--- src/rtl/uart_pkg.sv ---
// Shared definitions for the parametrised UART blocks: parity modes, receiver
// FSM encoding and the baud divisor helper.
package uart_pkg;

  localparam int unsigned PAR_NONE = 0;
  localparam int unsigned PAR_ODD  = 1;
  localparam int unsigned PAR_EVEN = 2;

  typedef logic [2:0] rx_state_t;

  localparam rx_state_t ST_IDLE   = 3'd0;
  localparam rx_state_t ST_START  = 3'd1;
  localparam rx_state_t ST_DATA   = 3'd2;
  localparam rx_state_t ST_PARITY = 3'd3;
  localparam rx_state_t ST_STOP   = 3'd4;

  function automatic int unsigned baud_cnt(input int unsigned clk, input int unsigned baud);
    return clk / baud;
  endfunction

endpackage

--- src/rtl/uart_rx_param_if.sv ---
// Receive-side holding-register handshake between the UART receiver (master)
// and its consumer (slave).
interface uart_rx_param_if #(
  parameter int unsigned DATA_BITS = 8
);

  logic [DATA_BITS-1:0] rx_data;
  logic                 rx_valid;
  logic                 rx_ready;
  logic                 parity_err;
  logic                 frame_err;
  logic                 overrun;

  modport master (
    output rx_data,
    output rx_valid,
    output parity_err,
    output frame_err,
    output overrun,
    input  rx_ready
  );

  modport slave (
    input  rx_data,
    input  rx_valid,
    input  parity_err,
    input  frame_err,
    input  overrun,
    output rx_ready
  );

endinterface

--- src/rtl/sync_2ff.sv ---
// Generic two-flop synchroniser for asynchronous inputs, with a configurable
// value loaded by the synchronous active-high reset.
module sync_2ff #(
  parameter int unsigned      WIDTH     = 1,
  parameter logic [WIDTH-1:0] RESET_VAL = '0
) (
  input  logic             clk_i,
  input  logic             rst_i,
  input  logic [WIDTH-1:0] d_i,
  output logic [WIDTH-1:0] q_o
);

  logic [WIDTH-1:0] meta_d, meta_q;
  logic [WIDTH-1:0] sync_d, sync_q;

  always_comb begin
    meta_d = d_i;
    sync_d = meta_q;
  end

  always_ff @(posedge clk_i) begin
    if (rst_i) begin
      meta_q <= RESET_VAL;
      sync_q <= RESET_VAL;
    end else begin
      meta_q <= meta_d;
      sync_q <= sync_d;
    end
  end

  assign q_o = sync_q;

endmodule

--- src/rtl/uart_rx_param.sv ---
// Parametrised UART receiver: 3-sample mid-bit majority vote, start-bit glitch
// rejection, optional parity, 1 or 2 stop bits, valid/ready holding register.
module uart_rx_param
  import uart_pkg::*;
#(
  parameter int unsigned CLK_FREQ  = 50_000_000,
  parameter int unsigned BAUD      = 9600,
  parameter int unsigned DATA_BITS = 8,
  parameter int unsigned PARITY    = PAR_NONE,
  parameter int unsigned STOP_BITS = 1
) (
  input  logic            sys_clk,
  input  logic            sys_rst,
  input  logic            rx,
  output logic            busy,
  uart_rx_param_if.master rx_if
);

  localparam int unsigned BAUD_CNT = baud_cnt(CLK_FREQ, BAUD);
  localparam int unsigned HALF     = BAUD_CNT / 2;
  localparam int unsigned CW       = $clog2(BAUD_CNT);
  localparam int unsigned BW       = $clog2(DATA_BITS + 1);

  localparam logic [CW-1:0] CNT_S0   = CW'(HALF - 1);
  localparam logic [CW-1:0] CNT_S1   = CW'(HALF);
  localparam logic [CW-1:0] CNT_S2   = CW'(HALF + 1);
  localparam logic [CW-1:0] CNT_LAST = CW'(BAUD_CNT - 1);

  logic                 rx_s;
  logic                 rx_prev_d, rx_prev_q;
  rx_state_t            state_d, state_q;
  logic [CW-1:0]        cnt_d, cnt_q;
  logic [BW-1:0]        bidx_d, bidx_q;
  logic [1:0]           samp_d, samp_q;
  logic [DATA_BITS-1:0] shreg_d, shreg_q;
  logic                 perr_d, perr_q;
  logic                 ferr_d, ferr_q;
  logic [DATA_BITS-1:0] data_d, data_q;
  logic                 valid_d, valid_q;
  logic                 perr_out_d, perr_out_q;
  logic                 ferr_out_d, ferr_out_q;
  logic                 overrun_d, overrun_q;

  logic fall, decide, at_wrap, bit_val, commit, accept;

  sync_2ff #(
    .WIDTH    (1),
    .RESET_VAL(1'b1)
  ) u_sync_rx (
    .clk_i(sys_clk),
    .rst_i(sys_rst),
    .d_i  (rx),
    .q_o  (rx_s)
  );

  assign fall    = rx_prev_q & ~rx_s;
  assign decide  = (cnt_q == CNT_S2);
  assign at_wrap = (cnt_q == CNT_LAST);
  // Third sample is the live line value at the decision cycle.
  assign bit_val = (samp_q[0] & samp_q[1]) | (samp_q[0] & rx_s) | (samp_q[1] & rx_s);
  assign accept  = valid_q & rx_if.rx_ready;

  always_comb begin
    rx_prev_d = rx_s;
    state_d   = state_q;
    cnt_d     = cnt_q;
    bidx_d    = bidx_q;
    samp_d    = samp_q;
    shreg_d   = shreg_q;
    perr_d    = perr_q;
    ferr_d    = ferr_q;
    commit    = 1'b0;

    if (state_q != ST_IDLE) begin
      cnt_d = at_wrap ? '0 : cnt_q + CW'(1);
      if (cnt_q == CNT_S0) samp_d[0] = rx_s;
      if (cnt_q == CNT_S1) samp_d[1] = rx_s;
    end

    case (state_q)
      ST_IDLE: begin
        if (fall) begin
          state_d = ST_START;
          cnt_d   = '0;
          bidx_d  = '0;
          perr_d  = 1'b0;
          ferr_d  = 1'b0;
        end
      end
      ST_START: begin
        if (decide && bit_val) begin
          state_d = ST_IDLE;
        end else if (at_wrap) begin
          state_d = ST_DATA;
          bidx_d  = '0;
        end
      end
      ST_DATA: begin
        if (decide) begin
          shreg_d = {bit_val, shreg_q[DATA_BITS-1:1]};
          bidx_d  = bidx_q + BW'(1);
        end
        if (at_wrap && bidx_q == BW'(DATA_BITS)) begin
          state_d = (PARITY != PAR_NONE) ? ST_PARITY : ST_STOP;
          bidx_d  = '0;
        end
      end
      ST_PARITY: begin
        if (decide) begin
          perr_d = (PARITY == PAR_ODD) ? ~(^shreg_q ^ bit_val) : (^shreg_q ^ bit_val);
        end
        if (at_wrap) begin
          state_d = ST_STOP;
          bidx_d  = '0;
        end
      end
      ST_STOP: begin
        if (decide) begin
          if (!bit_val) ferr_d = 1'b1;
          // Commit at the final stop decision so back-to-back frames are caught.
          if (bidx_q == BW'(STOP_BITS - 1)) begin
            commit  = 1'b1;
            state_d = ST_IDLE;
          end else begin
            bidx_d = bidx_q + BW'(1);
          end
        end
      end
      default: state_d = ST_IDLE;
    endcase
  end

  always_comb begin
    data_d     = data_q;
    valid_d    = valid_q;
    perr_out_d = perr_out_q;
    ferr_out_d = ferr_out_q;
    overrun_d  = 1'b0;

    if (commit) begin
      if (!valid_q || accept) begin
        data_d     = shreg_q;
        perr_out_d = perr_q;
        ferr_out_d = ferr_q | ~bit_val;
        valid_d    = 1'b1;
      end else begin
        overrun_d = 1'b1;
      end
    end else if (accept) begin
      valid_d = 1'b0;
    end
  end

  always_ff @(posedge sys_clk) begin
    if (sys_rst) begin
      rx_prev_q  <= 1'b1;
      state_q    <= ST_IDLE;
      cnt_q      <= '0;
      bidx_q     <= '0;
      samp_q     <= 2'b11;
      shreg_q    <= '0;
      perr_q     <= 1'b0;
      ferr_q     <= 1'b0;
      data_q     <= '0;
      valid_q    <= 1'b0;
      perr_out_q <= 1'b0;
      ferr_out_q <= 1'b0;
      overrun_q  <= 1'b0;
    end else begin
      rx_prev_q  <= rx_prev_d;
      state_q    <= state_d;
      cnt_q      <= cnt_d;
      bidx_q     <= bidx_d;
      samp_q     <= samp_d;
      shreg_q    <= shreg_d;
      perr_q     <= perr_d;
      ferr_q     <= ferr_d;
      data_q     <= data_d;
      valid_q    <= valid_d;
      perr_out_q <= perr_out_d;
      ferr_out_q <= ferr_out_d;
      overrun_q  <= overrun_d;
    end
  end

  assign busy             = (state_q != ST_IDLE);
  assign rx_if.rx_data    = data_q;
  assign rx_if.rx_valid   = valid_q;
  assign rx_if.parity_err = perr_out_q;
  assign rx_if.frame_err  = ferr_out_q;
  assign rx_if.overrun    = overrun_q;

endmodule

--- src/flat_wrapper.sv ---
// flat-port wrapper written by rule: the top's interface ports become plain ports
module uart_rx_param_flat import uart_pkg::*;
#(
  parameter int unsigned CLK_FREQ  = 50_000_000,
  parameter int unsigned BAUD      = 9600,
  parameter int unsigned DATA_BITS = 8,
  parameter int unsigned PARITY    = PAR_NONE,
  parameter int unsigned STOP_BITS = 1
)
  (sys_clk, sys_rst, rx, busy, rx_if_rx_data, rx_if_rx_valid, rx_if_parity_err, rx_if_frame_err, rx_if_overrun, rx_if_rx_ready);
  uart_rx_param_if #(.DATA_BITS(DATA_BITS)) rx_if_i ();
  input  logic sys_clk;
  input  logic sys_rst;
  input  logic rx;
  output logic busy;
  output wire logic [$bits(rx_if_i.rx_data)-1:0] rx_if_rx_data;
  output wire logic [$bits(rx_if_i.rx_valid)-1:0] rx_if_rx_valid;
  output wire logic [$bits(rx_if_i.parity_err)-1:0] rx_if_parity_err;
  output wire logic [$bits(rx_if_i.frame_err)-1:0] rx_if_frame_err;
  output wire logic [$bits(rx_if_i.overrun)-1:0] rx_if_overrun;
  input wire logic [$bits(rx_if_i.rx_ready)-1:0] rx_if_rx_ready;
  assign rx_if_rx_data = rx_if_i.rx_data;
  assign rx_if_rx_valid = rx_if_i.rx_valid;
  assign rx_if_parity_err = rx_if_i.parity_err;
  assign rx_if_frame_err = rx_if_i.frame_err;
  assign rx_if_overrun = rx_if_i.overrun;
  assign rx_if_i.rx_ready = rx_if_rx_ready;
  uart_rx_param #(.CLK_FREQ(CLK_FREQ), .BAUD(BAUD), .DATA_BITS(DATA_BITS), .PARITY(PARITY), .STOP_BITS(STOP_BITS)) u_core (.sys_clk(sys_clk), .sys_rst(sys_rst), .rx(rx), .busy(busy), .rx_if(rx_if_i));
endmodule
--- config.mk ---
export PLATFORM = sky130hd
export DESIGN_NAME = uart_rx_param_flat
export DESIGN_NICKNAME = d
export VERILOG_FILES = /design/src/rtl/uart_pkg.sv /design/src/rtl/uart_rx_param_if.sv /design/src/rtl/sync_2ff.sv /design/src/rtl/uart_rx_param.sv /design/src/flat_wrapper.sv
export SDC_FILE = /design/constraint.sdc
export NUM_CORES = 1
export LEC_CHECK = 0
export CORE_MARGIN = 3
export CORE_UTILIZATION = 38
export DETAILED_ROUTE_END_ITERATION = 10
export PLACE_DENSITY_LB_ADDON = 0.1
export SYNTH_ARGS = -nofsm -noshare
export SYNTH_HDL_FRONTEND = slang
export SYNTH_SLANG_ARGS = --single-unit
--- constraint.sdc ---
create_clock -name sys_clk -period 2.9 [get_ports sys_clk]
set_input_delay 0.58 -clock sys_clk [delete_from_list [all_inputs] [get_ports sys_clk]]
set_output_delay 0.58 -clock sys_clk [all_outputs]
set_load 0.05 [all_outputs]
Word-level counts from Yosys, hierarchy flattened. Cells that the tools add are included.

Register bits after elaboration: 47. Latch bits: 0. RAM bits: 0. Bits in read-only memories: 0. Output and inout bits: 13. Memories: 0.

$add $sub $neg: 2. Multipliers: 0. Div/mod/pow operators: 0. Order comparisons: 0. Equal/unequal tests: 21. Shift-type cells: 0. Multiplexer cells: 33. Bitwise operators: 12. Reductions and logical operators: 22.

Operators with widths (count): $mux 13 (4); $eq 13x12->1 const B (3); $mux 4 (7); $mux 3 (7); $pmux 4 s5 (1); $pmux 3 s5 (1); $add 13x1->13 const B (1); $eq 13x13->1 const B (1); $ne 2x1->1 const B (6); $reduce_and 6->1 (2); $mux 1 (11); $reduce_and 2->1 (5); $ne 2x2->1 const B (4); $reduce_xor 8->1 (1); $eq 3x2->1 const B (2); $ne 3x1->1 const B (2); $reduce_bool 2->1 (3); $and 1x1->1 (5); $reduce_bool 5->1 (1); $add 4x1->4 const B (1); $eq 4x4->1 const B (1); $logic_not 4->1 (1); $pmux 1 s2 (2); $reduce_and 4->1 (1); 12 further kinds (17).

Depth between registers and ports, before layout. Gate-level depths: netlist of the first run.

Depth in word-level cells: 6. Depth in mapped cells: 9.

Hierarchy. Synthesis of the first run repeated with hierarchy kept, for this count alone.

Cells, all modules: 276. Area total of the unflattened synthesis: 2378.5 um^2.

Modules (own cells, without submodules): uart_rx_param (times used 1, cells each 272, area each 2326.0 um^2); sync_2ff (times used 1, cells each 4, area each 52.6 um^2).

Worst setup path after synthesis of the first run. No wires, ideal clock.

Kind: flip-flop to flip-flop. Start: reg u_core.state_q[2]. End: reg u_core.cnt_q[8]. Data arrival time: 1.831 ns. Required time: 2.829 ns. Slack: 0.999 ns. Cell stages (with the launch flop): 7. Path buffers: 1. Cells stage by stage: dfxtp_1 clkbuf_2 nor3_2 inv_1 o31ai_4 or4b_2 a21oi_1.

Word-level cells in the longest chain between the ends: 4. Elaborated cells between the ends (all ways): 5.

RTL lines: start: declaration (line uart_rx_param.sv:31) `rx_state_t state_d, state_q;`; start signal: assignment (line uart_rx_param.sv:171) `state_q <= state_d;`; $reduce_bool 3->1 *; via busy (line flat_wrapper.sv:15) `output logic busy;`; $mux 13 * (line uart_rx_param.sv:74) `if (state_q != ST_IDLE) begin`; $mux 13 (line uart_rx_param.sv:82) `if (fall) begin`; $mux 13 * (line uart_rx_param.sv:80) `case (state_q)`; end signal: assignment (line uart_rx_param.sv:172) `cnt_q <= cnt_d;`; end: declaration (line uart_rx_param.sv:32) `logic [CW-1:0] cnt_d, cnt_q;`.

Mark *: on every way through the listed nets, which the timed path passes. The rest lies on a longest branch. A chain may end at the register's enable or synchronous reset.

Worst setup path in the final report of the first run.
Start: reg u_core.state_q[1]. End: out busy.

Word-level cells in the longest chain between the ends: 1.

RTL lines: $reduce_bool 3->1 (line uart_rx_param.sv:186) `assign busy = (state_q != ST_IDLE);`; end: declaration (line flat_wrapper.sv:15).

Every way passes these cells.

==> results of run 1 <==
per-stage QoR:
stage	setup slack (ns)	utilization [%]
floorplan	0.999	-
global placement	0.753	43.7
detailed placement	0.731	43.7
CTS	0.419	45.4
global route	0.334	45.4
finish	0.433	45.4
metal layers:
| metal | global-route usage, % | routed length [um] | part of all wire [%] | vias up |
|---|---|---|---|---|
| met5 | 0 | 0 | 0 | - |
| met4 | 3.82 | 56 | 1.1 | 0 |
| met3 | 3.33 | 138 | 2.6 | 5 |
| met2 | 23.0 | 2260 | 43 | 18 |
| met1 | 21.7 | 2790 | 53 | 946 |
| li1 | - | - | - | 1028 |
cells by family (layout without fill, tap and decap cells):
| kind of cell | after synthesis | after routing | synth area share [%] |
|---|---|---|---|
| DFF | 47 | 47 | 38.5 |
| buffers and inverters | 24 | 36 | 4.25 |
| adders and majority gates | 5 | 5 | 2.56 |
| xor gates and xnor gates | 9 | 9 | 3.22 |
| AOI/OAI and AO/OA | 58 | 58 | 16.8 |
| muxes | 14 | 14 | 5.73 |
| and+or+nand+nor | 127 | 127 | 29.0 |
synth_stat cells, types with 2 or more instances:
| library cell | count |
|---|---|
| or3_1 | 3 |
| o21ai_0 | 12 |
| a31oi_1 | 3 |
| nand3_1 | 5 |
| a311oi_1 | 2 |
| xnor2_1 | 9 |
| ha_1 | 5 |
| nor3_1 | 10 |
| clkbuf_1 | 6 |
| nor4_1 | 4 |
| nand2b_1 | 9 |
| o221ai_1 | 2 |
| buf_2 | 4 |
| mux2i_1 | 14 |
| nor2b_1 | 4 |
| nand4_1 | 6 |
| inv_1 | 11 |
| nand2_1 | 30 |
| or2_2 | 3 |
| o31ai_4 | 2 |
| and3_1 | 4 |
| and2_1 | 2 |
| nand4b_1 | 3 |
| a21oi_1 | 22 |
| o211ai_1 | 3 |
| buf_4 | 2 |
| nor2_1 | 24 |
| nor3b_1 | 4 |
| nand3b_1 | 4 |
| dfxtp_1 | 47 |
| or4b_4 | 2 |
registers in the layout, indices dropped and copies added (netlist names), 2 cells and up:
| name | flops |
|---|---|
| u_core.shreg_q | 8 |
| u_core.state_q | 3 |
| u_core.bidx_q | 4 |
| u_core.rx_if.rx_data | 8 |
| u_core.cnt_q | 13 |
| u_core.samp_q | 2 |
where the power goes:
group          internal [mW]  leakage [nW]  switching (mW)  total (mW)
combinational          0.161         0.458           0.307       0.468
sequential             0.667         0.380          0.0318       0.698
clock                  0.252        0.0502           0.222       0.474
total                   1.08         0.888           0.561        1.64
area by class of cell:
cell class | instances | share of cell area [%]
clock buffer | 5 | 2.50
sequential | 47 | 34.2
tap | 75 | 3.41
inverter | 11 | 1.50
timing repair buffer | 18 | 6.18
multi-input combinational | 213 | 50.9
clock inverter | 2 | 1.36
cell usage in the layout, fill, tap and decap left out, types with 5 or more instances in the layout:
| cell type | count |
|---|---|
| nand4_1 | 6 |
| ha_1 | 5 |
| nand3_1 | 5 |
| dfxtp_1 | 47 |
| nand2_1 | 30 |
| clkdlybuf4s50_1 | 15 |
| mux2i_1 | 14 |
| nor2_1 | 24 |
| nand2b_1 | 9 |
| clkbuf_8 | 5 |
| inv_1 | 11 |
| nor3_1 | 10 |
| xnor2_1 | 9 |
| a21oi_1 | 22 |
| o21ai_0 | 12 |
final timing paths:
check	to	slack, ns	depth (start not counted)
setup / recovery	busy	0.43	3
setup reg to reg	u_core.rx_if.frame_err	0.73	7
hold reg to reg	u_core.u_sync_rx.q_o	0.42	1
hold / removal	u_core.u_sync_rx.q_o	0.42	1
==> reports/metrics.yaml, run 1 <==
worst_setup_path:
  r2r-start: "u_core.bidx_q[0]"
  cp-start-kind: "register"
  path_cells: "nor3_2, inv_1, clkdlybuf4s50_1"
  cp-end-kind: "output pin"
  critPathMaxFanout: 9
  critPathLaunch: "u_core.state_q[1]"
  crit_type: "register to output pin"
  critPathBufInv: 2
  max_stage_delay_ns: 0.83
  crit_required_ns: 2.32
  arrival_ns: 1.89
  crit_family: "buffers and inverters"
  crit_path_top_delay_cell: "clkdlybuf4s50_1"
sta:
  rsz0062_at_grt: "false"
  whs_ns: 0.417
  max_freq_mhz: 405
  finalHoldViolCount: 0
  skew_ns: 0.00733
  slew_viol_final: 0
  tns_ns: 0
  finalSetupViolations: 0
  relSlewSlack_pct: 56.9
  period_share_pct: 85.1
  fin_crit_ns: 2.47
  worstMarginPinSlew_ns: 0.641
place:
  dpl.hpwl_mm: 3.76
  place_area_um2: 2650
  dp.cells: 364
  place_congestion: 0.789
  io_buffers: 16
cts:
  cts_resized: 0
  cts_made_buffers: 5
  clk_pin_slew_ns: 0.09
  ctsHoldBuffers: 0
  cts_setup_buffers: 0
  clkLatencyLatePin_ns: 0.30
  root_buffer: "clkbuf_8"
  clock-sinks: 47
  cts_tree: "yes"
  clk_path_buf_depth: 2
  htree_levels: 2
synthesis:
  yosys_warnings: 0
  ys.flop_type: "dfxtp_1"
  async_flop_share_pct: 0
  synth_top_area_share_pct: 38.5
  syn_area_per_cell_um2: 8.61
  syn_nets: 293
  synth_area_um2: 2450
  synth_area_leader_cell: "dfxtp_1"
  synth_edf_count: 0
  synth_area_leaders: "dfxtp_1, mux2i_1, nand2_1"
  yosysSeqAreaShare_pct: 38.5
  ys_seq_elements: 47
  synth_cell_types: 54
  synthCells: 284
route:
  first_pass_iters: 4
  ant_nets: 0
  drt-total-wl_mm: 5.24
  via_count: 1997
  drtIter0Drc: 86
  viasPerCell: 5.38
  drc: 0
  wl_per_cell_um: 14.1
power:
  leakage_nw: 0.888
  ir_drop_mv: 0.285
  total_power_mw: 1.64
  powerDensity_nw_per_um2: 596
global_routing:
  grt_max_degree: 37
  overflow: 0
  grt_usage_pct: 15.1
  grt_pass1_vias: 1880
  grt_first_pass_wirelength_mm: 9.09
  grt_antenna_before_repair: 0
cells_and_area:
  instances_no_fill: 371
  nNetsFinal: 305
  n_antenna_cell: 0
  multi_input_area_um2: 1400
  nFillCells: 630
  post-route-cell-area_um2: 2750
  drive_gt1_share_pct: 9.46
  seq_area_um2: 941
  area_growth_pct: 12.6
status:
  status: "finished clean"
floorplan:
  die_w_um: 86.2
  core_um2: 6060
  start_util_pct: 40.4
  die-height_um: 86.2
  rows: 28
  ios: 17
  die_area_um2: 7440
flow_run:
  cap_violations: 0
worst_hold_path:
  hp-class: "register to register"
  min_from: "u_core.u_sync_rx.meta_q"
No activity file was read; power rests on OpenSTA's default activity.
==> run 2, diff against run 1 <==
CTS_CLUSTER_SIZE = 10   (was not set)
==> results of run 2 <==
Final layout, timing and power as in run 1 (identical DEF).
==> run 3, diff against run 2 <==
--- a/config.mk
+++ b/config.mk
@@ -10,5 +10,5 @@
 export CTS_CLUSTER_SIZE = 10
 export DETAILED_ROUTE_END_ITERATION = 10
-export PLACE_DENSITY_LB_ADDON = 0.1
+export PLACE_DENSITY_LB_ADDON = 0.2
 export SYNTH_ARGS = -nofsm -noshare
 export SYNTH_HDL_FRONTEND = slang
==> constraint.sdc (replaced) <==
create_clock -name sys_clk -period 2.9 [get_ports sys_clk]
set_input_delay 0.58 -clock sys_clk [delete_from_list [all_inputs] [get_ports sys_clk]]
set_output_delay 0.58 -clock sys_clk [all_outputs]
set_load 0.1 [all_outputs]
==> reports/metrics.yaml, run 3 (same netlist as run 1, synthesis figures left out) <==
status:
  status: "finished clean"
global_routing:
  grt_pass1_vias: 1871  # -0.48%
  overflow: 0  # unchanged
  grt_first_pass_wirelength_mm: 9.23  # +1.5%
  grt_max_degree: 50  # +35%
  grt_use_met2_pct: 21.8  # -1.2 points
  use_met3_pct: 2.85  # -0.48 points
  grt_usage_pct: 15.2  # +0.084 points
  top_usage_layer: "met1"
  met1_usage_pct: 23.2  # +1.5 points
  grt_antenna_before_repair: 0  # unchanged
cells_and_area:
  drive_gt1_share_pct: 13.5  # +4.1 points
  nNetsFinal: 304  # -0.33%
  area_growth_pct: 11.0
  seq_area_um2: 941  # unchanged
  n_antenna_cell: 0  # unchanged
  nFillCells: 595  # -5.6%
  largest_register: "u_core.cnt_q"
  final_common_cell: "dfxtp_1"
  multi_input_area_um2: 1400  # unchanged
  layout.cells.most_common_list: "dfxtp_1, nand2_1, nor2_1"
  largest_register_ffs: 13  # unchanged
place:
  dpl.hpwl_mm: 3.68  # -2.3%
  place_congestion: 0.803  # +1.7%
  io_buffers: 16  # unchanged
  dp_slack_ns: 0.772  # +0.0408 ns
route:
  wl_per_cell_um: 14.2  # +0.44%
  viasPerCell: 5.44  # +1.1%
  ant_nets: 0  # unchanged
  first_pass_iters: 4  # unchanged
  drc: 0  # unchanged
  via_count: 2018  # +1.1%
  drtIter0Drc: 105  # +22%
  drt-total-wl_mm: 5.26  # +0.44%
floorplan:
  die_area_um2: 7440  # unchanged
  die-height_um: 86.2  # unchanged
  core_um2: 6060  # unchanged
  start_util_pct: 40.4  # unchanged
  ios: 17  # unchanged
  rows: 28  # unchanged
  die_w_um: 86.2  # unchanged
sta:
  period_share_pct: 81.4  # -3.6 points
  relSlewSlack_pct: 54.3  # -2.6 points
  rsz0062_at_grt: "false"
  max_freq_mhz: 423  # +4.5%
  fin_crit_ns: 2.36  # -0.106 ns
  finalSetupViolations: 0  # unchanged
  tns_ns: 0  # unchanged
  finalHoldViolCount: 0  # unchanged
  layout_setup_ws_ns: 0.538  # +0.106 ns
  skew_ns: 0.00440  # -0.00293 ns
  slew_viol_final: 0  # unchanged
  worstMarginPinSlew_ns: 0.679  # +0.0376 ns
power:
  ir_drop_mv: 0.406  # +42%
  leakage_nw: 0.910  # +2.5%
  total_power_mw: 1.63  # -0.69%
  powerDensity_nw_per_um2: 600  # +0.68%
worst_hold_path:
  min_from: "u_core.u_sync_rx.meta_q"
  min_path_cells: 1  # unchanged
  hp-class: "register to register"
cts:
  ctsHoldBuffers: 0  # unchanged
  clock-sinks: 47  # unchanged
  root_buffer: "clkbuf_8"
  cts_tree: "yes"
  htree_levels: 2  # unchanged
  clk_pin_slew_ns: 0.09  # about the same
  clk_path_buf_depth: 2  # unchanged
  cts_resized: 0  # unchanged
  clkLatencyLatePin_ns: 0.30  # about the same
  cts_setup_buffers: 0  # unchanged
  cts_made_buffers: 5  # unchanged
worst_setup_path:
  critPathLaunch: "u_core.state_q[1]"
  reg2reg_depth: 7  # unchanged
  crit_required_ns: 2.32  # about the same
  cp-start-kind: "register"
  r2r-start: "u_core.bidx_q[0]"
  crit_type: "register to output pin"
  critPathMaxFanout: 9  # unchanged
  cp-end-kind: "output pin"
  arrival_ns: 1.78  # -0.11 ns
flow_run:
  cap_violations: 0  # unchanged
==> run 3: changes by cell type in the layout (fill, tap and decap cells not counted), sizes merged <==
cell / before / now
bufinv: 1 / 0
buf: 3 / 14
clkbuf: 5 / 7
clkdlybuf4s50: 15 / 3
==> run 3: cell type report <==
cell class | count | area share [%]
tap | 75 | 3.45
clock buffer | 7 | 3.55
multi-input combinational | 213 | 51.6
sequential | 47 | 34.6
inverter | 11 | 1.52
timing repair buffer | 17 | 4.97
clock inverter | 1 | 0.276
==> run 3: final timing paths <==
check	endpoint	slack, ns
setup / recovery	busy	0.54
hold / removal	u_core.u_sync_rx.q_o	0.42
setup reg to reg	u_core.rx_if.frame_err	0.75
hold reg to reg	u_core.u_sync_rx.q_o	0.42
==> run 3: worst max-delay path, cell delays in order, from the launching register on <==
cell	delay [ns]
dfxtp_1	0.40
nor3_2	0.55
inv_1	0.24
buf_4	0.30
==> run 3: routing by layer <==
metal / part of all wire, % / up-vias
li1: - / 1044
met1: 54 / 932
met2: 41 / 37
met3: 4.1 / 5
met4: 1.1 / 0
met5: 0 / -
==> run 3: report_power, final <==
group          leakage, nW  switching [mW]  internal, mW
sequential           0.380          0.0301         0.667
combinational        0.480           0.341         0.148
clock               0.0505           0.226         0.217
total                0.910           0.597          1.03
==> run 3: per-stage QoR <==
step / cells / cell area, um2 / hold slack [ns] / util [%]
global placement: 363 / 2610 / 0.396 / 43.1
finish: 371 / 2720 / 0.422 / 44.8
global route: 371 / 2720 / 0.434 / 44.8
CTS: 371 / 2720 / 0.423 / 44.8
detailed placement: 363 / 2610 / 0.400 / 43.1
floorplan: 284 / 2450 / 0.389 / -
